<file path="config.mk">
export PLATFORM = sky130hd
export DESIGN_NAME = clock_flat
export DESIGN_NICKNAME = d
export VERILOG_FILES = /design/src/rtl/clock_if.sv /design/src/rtl/clock.sv /design/src/flat_wrapper.sv
export SDC_FILE = /design/constraint.sdc
export NUM_CORES = 1
export LEC_CHECK = 0
export CAP_MARGIN = 15
export CORE_ASPECT_RATIO = 0.5
export CORE_MARGIN = 4
export CORE_UTILIZATION = 40
export DETAILED_ROUTE_END_ITERATION = 6
export MAX_ROUTING_LAYER = met4
export PLACE_DENSITY = 0.57
export RECOVER_POWER = 100
export SLEW_MARGIN = 0
export SYNTH_ARGS = -nofsm -noshare
export SYNTH_HDL_FRONTEND = slang
export SYNTH_SLANG_ARGS = --single-unit
</file>
<file path="constraint.sdc">
create_clock -name clk -period 14.7 [get_ports clk]
set_input_delay 1.47 -clock clk [delete_from_list [all_inputs] [get_ports clk]]
set_output_delay 1.47 -clock clk [all_outputs]
set_load 0.05 [all_outputs]
</file>
<file path="src/rtl/clock_if.sv">
// Control and status bundle of the step-clock divider: enable, ratio reload
// and the divided clock with its strobes and edge counter.
interface clock_if #(
    parameter int DIV_W = 16,
    parameter int CNT_W = 32
);
    logic             en;
    logic [DIV_W-1:0] div;
    logic             div_load;
    logic             clk_out;
    logic             rise_tick;
    logic             fall_tick;
    logic [CNT_W-1:0] edge_count;

    modport master (
        output en, div, div_load,
        input  clk_out, rise_tick, fall_tick, edge_count
    );

    modport slave (
        input  en, div, div_load,
        output clk_out, rise_tick, fall_tick, edge_count
    );
endinterface

</file>
<file path="src/rtl/clock.sv">
// Programmable integer divider producing the engine step clock, rise/fall
// strobes and a rising-edge counter; ratio changes land only on period wraps.
module clock #(
    parameter int DIV_W     = 16,
    parameter int CNT_W     = 32,
    parameter int RESET_DIV = 4
) (
    input  logic   clk,
    input  logic   rst,
    clock_if.slave bus
);

    function automatic logic [DIV_W-1:0] clamp_div(input logic [DIV_W-1:0] v);
        return (v < DIV_W'(2)) ? DIV_W'(2) : v;
    endfunction

    localparam logic [DIV_W-1:0] RESET_N = (RESET_DIV < 2) ? DIV_W'(2) : DIV_W'(RESET_DIV);

    logic [DIV_W-1:0] phase;
    logic [DIV_W-1:0] act_div;
    logic [DIV_W-1:0] pending;
    logic             pending_valid;
    logic             clk_out_q;
    logic             rise_q;
    logic             fall_q;
    logic [CNT_W-1:0] edge_count_q;

    logic             wrap;
    logic [DIV_W-1:0] phase_next;
    logic [DIV_W-1:0] div_next;
    logic [DIV_W:0]   high_len;

    // High length comes from the ratio in force after this edge, so a
    // ratio switch at the wrap shapes the very first cycle of the new period.
    always_comb begin
        wrap       = (phase == act_div - DIV_W'(1));
        phase_next = wrap ? '0 : phase + DIV_W'(1);
        div_next   = act_div;
        if (wrap) begin
            if (bus.div_load)
                div_next = clamp_div(bus.div);
            else if (pending_valid)
                div_next = clamp_div(pending);
        end
        high_len = ({1'b0, div_next} + (DIV_W+1)'(1)) >> 1;
    end

    always_ff @(posedge clk) begin
        if (rst) begin
            act_div       <= RESET_N;
            phase         <= RESET_N - DIV_W'(1);
            pending       <= '0;
            pending_valid <= 1'b0;
            clk_out_q     <= 1'b0;
            rise_q        <= 1'b0;
            fall_q        <= 1'b0;
            edge_count_q  <= '0;
        end else begin
            if (bus.en) begin
                phase     <= phase_next;
                act_div   <= div_next;
                clk_out_q <= ({1'b0, phase_next} < high_len);
                rise_q    <= wrap;
                fall_q    <= ({1'b0, phase_next} == high_len);
                if (wrap) begin
                    edge_count_q  <= edge_count_q + CNT_W'(1);
                    pending_valid <= 1'b0;
                end
            end else begin
                rise_q <= 1'b0;
                fall_q <= 1'b0;
            end
            // A load that is not consumed by an enabled wrap waits for the next one.
            if (bus.div_load && !(bus.en && wrap)) begin
                pending       <= bus.div;
                pending_valid <= 1'b1;
            end
        end
    end

    assign bus.clk_out    = clk_out_q;
    assign bus.rise_tick  = rise_q;
    assign bus.fall_tick  = fall_q;
    assign bus.edge_count = edge_count_q;

endmodule

</file>
<file path="src/flat_wrapper.sv">
// flat-port wrapper written by rule: the top's interface ports become plain ports
module clock_flat 
#(
    parameter int DIV_W     = 16,
    parameter int CNT_W     = 32,
    parameter int RESET_DIV = 4
)
  (clk, rst, bus_en, bus_div, bus_div_load, bus_clk_out, bus_rise_tick, bus_fall_tick, bus_edge_count);
  clock_if #(.DIV_W(DIV_W), .CNT_W(CNT_W)) bus_i ();
  input  logic clk;
  input  logic rst;
  input wire logic [$bits(bus_i.en)-1:0] bus_en;
  input wire logic [$bits(bus_i.div)-1:0] bus_div;
  input wire logic [$bits(bus_i.div_load)-1:0] bus_div_load;
  output wire logic [$bits(bus_i.clk_out)-1:0] bus_clk_out;
  output wire logic [$bits(bus_i.rise_tick)-1:0] bus_rise_tick;
  output wire logic [$bits(bus_i.fall_tick)-1:0] bus_fall_tick;
  output wire logic [$bits(bus_i.edge_count)-1:0] bus_edge_count;
  assign bus_i.en = bus_en;
  assign bus_i.div = bus_div;
  assign bus_i.div_load = bus_div_load;
  assign bus_clk_out = bus_i.clk_out;
  assign bus_rise_tick = bus_i.rise_tick;
  assign bus_fall_tick = bus_i.fall_tick;
  assign bus_edge_count = bus_i.edge_count;
  clock #(.DIV_W(DIV_W), .CNT_W(CNT_W), .RESET_DIV(RESET_DIV)) u_core (.clk(clk), .rst(rst), .bus(bus_i));
endmodule
</file>
==> results.md, run 1 <==
* First-pass GRT wire length at 26800 um
* Ports at 55
* Final Util at 0.477
* Fill cells at 1409
* Part of the Yosys area used for sequential elements at 0.294
* Type of origin of the critical path: flip-flop
* Post-Synthesis Cell Area at 5720 um2
* Total global routing overflow at 0
* Required time worst endpoint at 14.95 ns
* Via count of the routed design at 5401
* Total CTS buffers at 9
* Run status: finished, violations left
* Cell area after placement at 6310 um2
* Leakage power figure at 2.45 nW
* Top achievable clock speed at 0.132 GHz
* Final cell count without fillers at 968
* Overall track demand over capacity in global routing at 0.209
* Number of maximum-capacitance violations at 2
* Synth Register Bits at 84
* Synthesized-area fraction occupied by ao, oa, aoi and oai cells at 0.159
* Final clock skew at 0.0106 ns
* Share of the clock period used by the worst path at 0.513
* Synthesized Nets at 797
* Family with the most delay on the worst path: compound AO/OA/AOI/OAI gates
* Critical path peak fanout at 47
* Most frequent cells in the layout: nand2_1, dfxtp_1, nor2_1
* Warnings from Yosys at 0
* Die width at 177 um
* CTS clk-pin slew, worst paths at 0.07 ns
* GPL Wtd Cong at 0.878
* Pwr/cell area at 178 nW/um2
* Violations in the final reports: capacitance limit, slew limit
* Number of antenna violations at the first check in global routing at 0
* Most area-hungry cell type in the Yosys netlist: dfxtp_1
* Antenna diodes at 0
* Peak supply drop at 0.0927 mV
* Ratio of cells with drive above 1 in the final layout at 0.0425
* Buffer count from post-CTS setup fixing at 0
* Total wire length at 16500 um
* Share of synthesized cell area in and, or, nand and nor gates at 0.306
* Main combinational cell family by area after synthesis: simple AND/OR/NAND/NOR gates
* Post-Synth Adder-Cell Area at 0.0437
* First DRT Iteration DRCs at 402
* Worst path arrival time at 7.80 ns
* Sinks on Clock Net at 84
* Fin. Hold Viols at 0
* Type of destination of the critical path: flip-flop
* Final-layout worst hold slack at 0.470 ns
* # port buffers at 54
* Mapped Avg Cell Area at 7.56 um2
* Share of synthesized flip-flops with an asynchronous set or reset at 0
* Xor-xnor portion of the synthesized cell area at 0.118
* Sum of negative setup slack at 0 ns
* Number of buffer and inverter stages on the critical path at 2
* Type of the worst setup path: flip-flop to flip-flop
* Crit-path max cell delay at 1.56 ns
* Area growth from synthesis to layout at 14.8%
* TritonCTS clock tree: done
* Cells taking the most area after synthesis: dfxtp_1, xnor2_1, xor2_1
* Transition time at the pin with the least slew margin at 2.17 ns
* CTS max path bufs at 2
* Area share of the largest cell type after synthesis at 0.294
* Area of all placed cells without fillers at 6570 um2
* Final setup violating endpoints at 0
* NumNets Final at 811
* Period minus WS final at 7.55 ns
* Number of nets still failing antenna checks after routing at 0
* Hold buffer count at CTS at 0
* Vias in the first global route at 5045
* Cell Rows at 30
* Post-synthesis mux area share at 0.0282
* Yosys cell types at 60
* Largest net degree at the start of global routing at 85
* Sequence of cells on the critical path: inv_1 -> ha_1 -> nor2b_1 -> or3_1 -> a31o_2 -> nor4_1 -> o2111ai_1 -> nor2_4 -> clkbuf_1 -> o21ai_0 -> xor2_1 -> ha_1 -> o21a_1 -> o21a_1 -> o21a_1 -> o21a_1 -> o21ai_0 -> nand2b_1 -> a21oi_1 -> nor3_1 -> o32ai_1
* Vias per inst at 5.58
* Number of slew-limit violations in the final report at 59
* DP Wirelength at 11800 um
* Type of the most critical hold path: flip-flop to flip-flop
* Total placed cells including tap cells at 952
* Clock latency of the later-clocked register in the worst-skew pair at 0.35 ns
* Cell with the largest stage delay on the worst path: clkbuf_1
* DR DRC count at 0
* Number of gates resized after CTS at 0
* Root Buffer: clkbuf_16
* DR pass1 iterations at 5
* Average wire per cell in the routed design at 17.0 um
* Vertical extent of the die at 92.6 um
* Normalized max-slew margin at -0.446
* Number of standard cells after synthesis at 757
* Standard cell core area at 13800 um2
* Die area at 16400 um2
* Most frequent CP cell: o21a_1
* H-tree lvl count at 3
* RSZ-0062 raised after global routing: false
* Flip-flop cell with the highest count after synthesis: dfxtp_1
* Initial cell density of the core at 0.416
* Number of enable flip-flop cells after synthesis at 0
path summary, 6_finish.rpt:
path              slack, ns                      startpoint                               to  cells past startpoint
hold reg to reg        0.47  u_core.pending[0]$_SDFFE_PP0P_   u_core.pending[0]$_SDFFE_PP0P_                      2
hold / removal         0.47  u_core.pending[0]$_SDFFE_PP0P_   u_core.pending[0]$_SDFFE_PP0P_                      2
setup reg to reg       7.15  u_core.act_div[1]$_SDFFE_PP0P_  u_core.bus.clk_out$_SDFFE_PP0P_                     21
setup / recovery       7.15  u_core.act_div[1]$_SDFFE_PP0P_  u_core.bus.clk_out$_SDFFE_PP0P_                     21
state kept, by name (all words and copies together) (netlist names):
| signal | flops |
|---|---|
| u_core.bus.clk_out | 1 |
| u_core.bus.rise_tick | 1 |
| u_core.bus.fall_tick | 1 |
| u_core.pending_valid | 1 |
| u_core.act_div | 16 |
| u_core.bus.edge_count | 32 |
| u_core.phase | 16 |
| u_core.pending | 16 |
final cells by class:
cell class,count,area [um2],share of cell area
flip-flops and latches,84,1680,0.256
clock inverters,7,58.8,0.00895
well taps,192,240,0.0366
clock buffers,9,225,0.0343
repair buffers,60,569,0.0867
inverters,13,48.8,0.00743
multi-input cells,603,3740,0.570
report_power, final:
part | total (mW) | switching, mW | internal, mW | leakage [nW]
clock network | 0.225 | 0.108 | 0.117 | 0.138
registers | 0.305 | 0.0497 | 0.255 | 0.682
logic | 0.641 | 0.403 | 0.238 | 1.63
total | 1.17 | 0.560 | 0.610 | 2.45
synthesized netlist by cell type, types with 5 or more instances:
library cell and instances:
nor2b_1 7, nand2_1 83, nand2b_1 10, o21ai_0 32, inv_1 13, nand3_1 43
o21a_1 5, dfxtp_1 84, nor4_1 10, xor2_1 37, nor3b_1 5, and2_1 5
nor2_1 82, clkbuf_1 44, nor3_1 18, xnor2_1 40, mux2i_1 15, ha_1 20
nand3b_1 12, and3_1 24, a211oi_1 7, nand4_1 19, or3_1 12, buf_2 6
a21oi_1 57
per-layer routing:
metal,track usage,routed length [um]
met3,0.0502,843
met2,0.306,7050
met4,0.0328,91
met5,-,0
met1,0.299,8510
cells by family (layout without fill, tap and decap cells):
group,Yosys count,after routing
and+or+nand+nor,345,345
AOI/OAI and AO/OA,145,145
DFF,84,84
xor gates and xnor gates,77,77
buffers and inverters,70,89
adders and majority gates,20,20
muxes,16,16
through the flow:
| stage | setup slack, ns | power (mW) |
|---|---|---|
| floorplan | 9.61 | 0.792 |
| global placement | 8.41 | 0.943 |
| detailed placement | 8.27 | 0.953 |
| CTS | 8.40 | 1.18 |
| global route | 6.60 | 1.26 |
| finish | 7.15 | 1.17 |
tightest hold or removal path, cell delays in order (launching register included):
cell     delay, ns
dfxtp_1       0.32
nand2_1       0.05
a21oi_1       0.05
No activity file was read; power rests on OpenSTA's default activity.
==> run 2, diff against run 1 <==
PLACE_DENSITY = 0.59   (was 0.57)
clock period = 6.9 ns   (was 14.7 ns; I/O delays follow)
==> run 2 against run 1 <==
Die area stayed put. Critical endpoint unchanged. Power up 110%. Setup slack worse by 6.1 ns. The flow still finishes with violations (capacitance limit, slew limit). Hold slack lost 0.0013 ns. First-iteration DRC count grew 10%. Flip-flop and latch count unchanged. Cell count is 0.31% higher. Routed wire length is 0.17% lower. Register-to-register slack lost 6.1 ns. Combinational power grew 110%. Non-clock buffer count increased by 3.
==> results.md, run 2 (synthesis gave the netlist of run 1 again) <==
* Flip-flop count of the largest register, all copies and words added at 32 (unchanged)
* Number of cell instances on the worst register-to-register path at 25 (+19%)
* Vias per inst at 5.57 (-0.12%)
* Type of destination of the critical path: flip-flop
* Area taken by multi-input logic gates at 3740 um2 (-0.17%)
* Transition time at the pin with the least slew margin at 1.68 ns (-0.488 ns)
* DR DRC count at 0 (unchanged)
* Combined flip-flop and latch cell area at 1680 um2 (unchanged)
* Number of slew-limit violations in the final report at 11 (-81%)
* Vertical extent of the die at 92.6 um (unchanged)
* Type of the most critical hold path: flip-flop to flip-flop
* Cell with the largest stage delay on the worst path: dfxtp_1
* Die width at 177 um (unchanged)
* Final clock skew at 0.00901 ns (-0.00156 ns)
* Total CTS buffers at 9 (unchanged)
* Cell area after placement at 6340 um2 (+0.36%)
* Number of nets still failing antenna checks after routing at 0 (unchanged)
* Via count of the routed design at 5411 (+0.19%)
* Leakage power figure at 2.47 nW (+0.75%)
* Cell Rows at 30 (unchanged)
* Register-to-Register Setup Slack at 1.01 ns (-6.14 ns)
* Final Util at 0.478 (+0.00127)
* Hold buffer count at CTS at 0 (unchanged)
* DP Wirelength at 12000 um (+1.5%)
* Final-layout worst hold slack at 0.469 ns (-0.00127 ns)
* Period minus WS final at 5.89 ns (-1.66 ns)
* Sum of internal, switching and leakage power at 2.49 mW (+110%)
* End point of the most critical hold path: u_core.pending[0]$_SDFFE_PP0P_
* Number of buffer and inverter stages on the critical path at 3 (+1)
* Violations in the final reports: capacitance limit, slew limit
* Average wire per cell in the routed design at 17.0 um (-0.48%)
* Antenna diodes at 0 (unchanged)
* CTS max path bufs at 2 (unchanged)
* Most frequent cells in the layout: nand2_1, dfxtp_1, nor2_1
* Number of cells traversed by the worst hold path at 2 (unchanged)
* Worst path arrival time at 6.13 ns (-1.67 ns)
* Total wire length at 16500 um (-0.17%)
* Startpoint of the most critical hold path: u_core.pending[0]$_SDFFE_PP0P_
* RSZ-0062 raised after global routing: false
* Share of the clock period used by the worst path at 0.853 (+0.339)
* Critical R2R Launch: u_core.act_div[1]$_SDFFE_PP0P_
* Crit-path max cell delay at 0.50 ns (-1.06 ns)
* H-tree lvl count at 3 (unchanged)
* Fin. Hold Viols at 0 (unchanged)
* Ports at 55 (unchanged)
* Sum of negative setup slack at 0 ns (unchanged)
* Peak supply drop at 0.149 mV (+61%)
* Final setup violating endpoints at 0 (unchanged)
* First DRT Iteration DRCs at 444 (+10%)
* Clock latency of the later-clocked register in the worst-skew pair at 0.35 ns (about the same)
* RR Endpoint: u_core.bus.clk_out$_SDFFE_PP0P_
* Family with the most delay on the worst path: simple AND/OR/NAND/NOR gates
* Number of maximum-capacitance violations at 1 (-1)
* Vias in the first global route at 5139 (+1.9%)
* First-pass GRT wire length at 27700 um (+3.0%)
* Die area at 16400 um2 (unchanged)
* Type of the worst setup path: flip-flop to flip-flop
* Area growth from synthesis to layout at 15.1%
* Type of origin of the critical path: flip-flop
* Critical path peak fanout at 14 (-70%)
* Area of all placed cells without fillers at 6590 um2 (+0.27%)
* Initial cell density of the core at 0.416 (unchanged)
* Required time worst endpoint at 7.15 ns (-7.80 ns)
* Pwr/cell area at 378 nW/um2 (+110%)
* Number of antenna violations at the first check in global routing at 0 (unchanged)
* Top achievable clock speed at 0.170 GHz (+28%)
* Sinks on Clock Net at 84 (unchanged)
* GPL Wtd Cong at 0.920 (+4.7%)
* Buffer count from post-CTS setup fixing at 0 (unchanged)
* CTS clk-pin slew, worst paths at 0.07 ns (about the same)
* Fill cells at 1420 (+0.78%)
* NumNets Final at 814 (+0.37%)
* Normalized max-slew margin at -0.131 (+0.315)
* Total global routing overflow at 0 (unchanged)
* # port buffers at 54 (unchanged)
* TritonCTS clock tree: done
* DR pass1 iterations at 5 (unchanged)
* Root Buffer: clkbuf_16
* Run status: finished, violations left
* Standard cell core area at 13800 um2 (unchanged)
* Overall track demand over capacity in global routing at 0.213 (+0.00419)
* Number of gates resized after CTS at 0 (unchanged)
* Largest net degree at the start of global routing at 85 (unchanged)
* Ratio of cells with drive above 1 in the final layout at 0.0462 (+0.00369)
-- run 2: cell count changes in the layout (fill, tap and decap cells not counted), sizes merged --
cell | before | now
buf | 4 | 8
clkbuf | 12 | 11
clkinv | 3 | 2
inv | 16 | 17
-- run 2: cell type report --
type,instances,area share
Multi-Input combinational cell,603,0.568
Sequential cell,84,0.255
Timing Repair Buffer,63,0.0904
Tap cell,192,0.0365
Clock buffer,9,0.0342
Clock inverter,7,0.00855
Inverter,13,0.00741
-- run 2: layer usage --
metal  wire length, um  GRT usage
met1              8430      0.311
met2              6910      0.310
met3              1040     0.0445
met4                81     0.0309
met5                 0          -
-- run 2: tightest hold or removal path: cells and delay by family (launching register included) --
| kind | cells | cell delay [ns] |
|---|---|---|
| flip-flops | 1 | 0.32 |
| AO/OA/AOI/OAI | 1 | 0.05 |
| AND/OR/NAND/NOR | 1 | 0.06 |
-- run 2: worst max path at each step --
stage	startpoint	endpoint	depth (start not counted)
global placement	u_core.act_div[0]$_SDFFE_PP0P_	u_core.bus.clk_out$_SDFFE_PP0P_	25
detailed placement	u_core.act_div[0]$_SDFFE_PP0P_	u_core.bus.clk_out$_SDFFE_PP0P_	25
CTS	u_core.act_div[0]$_SDFFE_PP0P_	u_core.bus.clk_out$_SDFFE_PP0P_	25
global route	u_core.act_div[0]$_SDFFE_PP0P_	u_core.bus.clk_out$_SDFFE_PP0P_	25
finish	u_core.act_div[1]$_SDFFE_PP0P_	u_core.bus.clk_out$_SDFFE_PP0P_	25
floorplan	u_core.act_div[0]$_SDFFE_PP0P_	u_core.bus.clk_out$_SDFFE_PP0P_	29
-- run 2: where the power goes --
group	switching [mW]	leakage [nW]	total, mW	internal, mW
registers	0.107	0.682	0.650	0.543
clock network	0.226	0.137	0.476	0.250
logic	0.858	1.65	1.36	0.507
total	1.19	2.47	2.49	1.30
-- run 2: metrics by stage --
step	worst slack (ns)	instances
2_1_floorplan	1.81	757
3_3_place_gp	1.35	955
3_5_place_dp	1.28	955
4_1_cts	1.24	971
5_1_grt	0.559	971
6_report	1.01	971
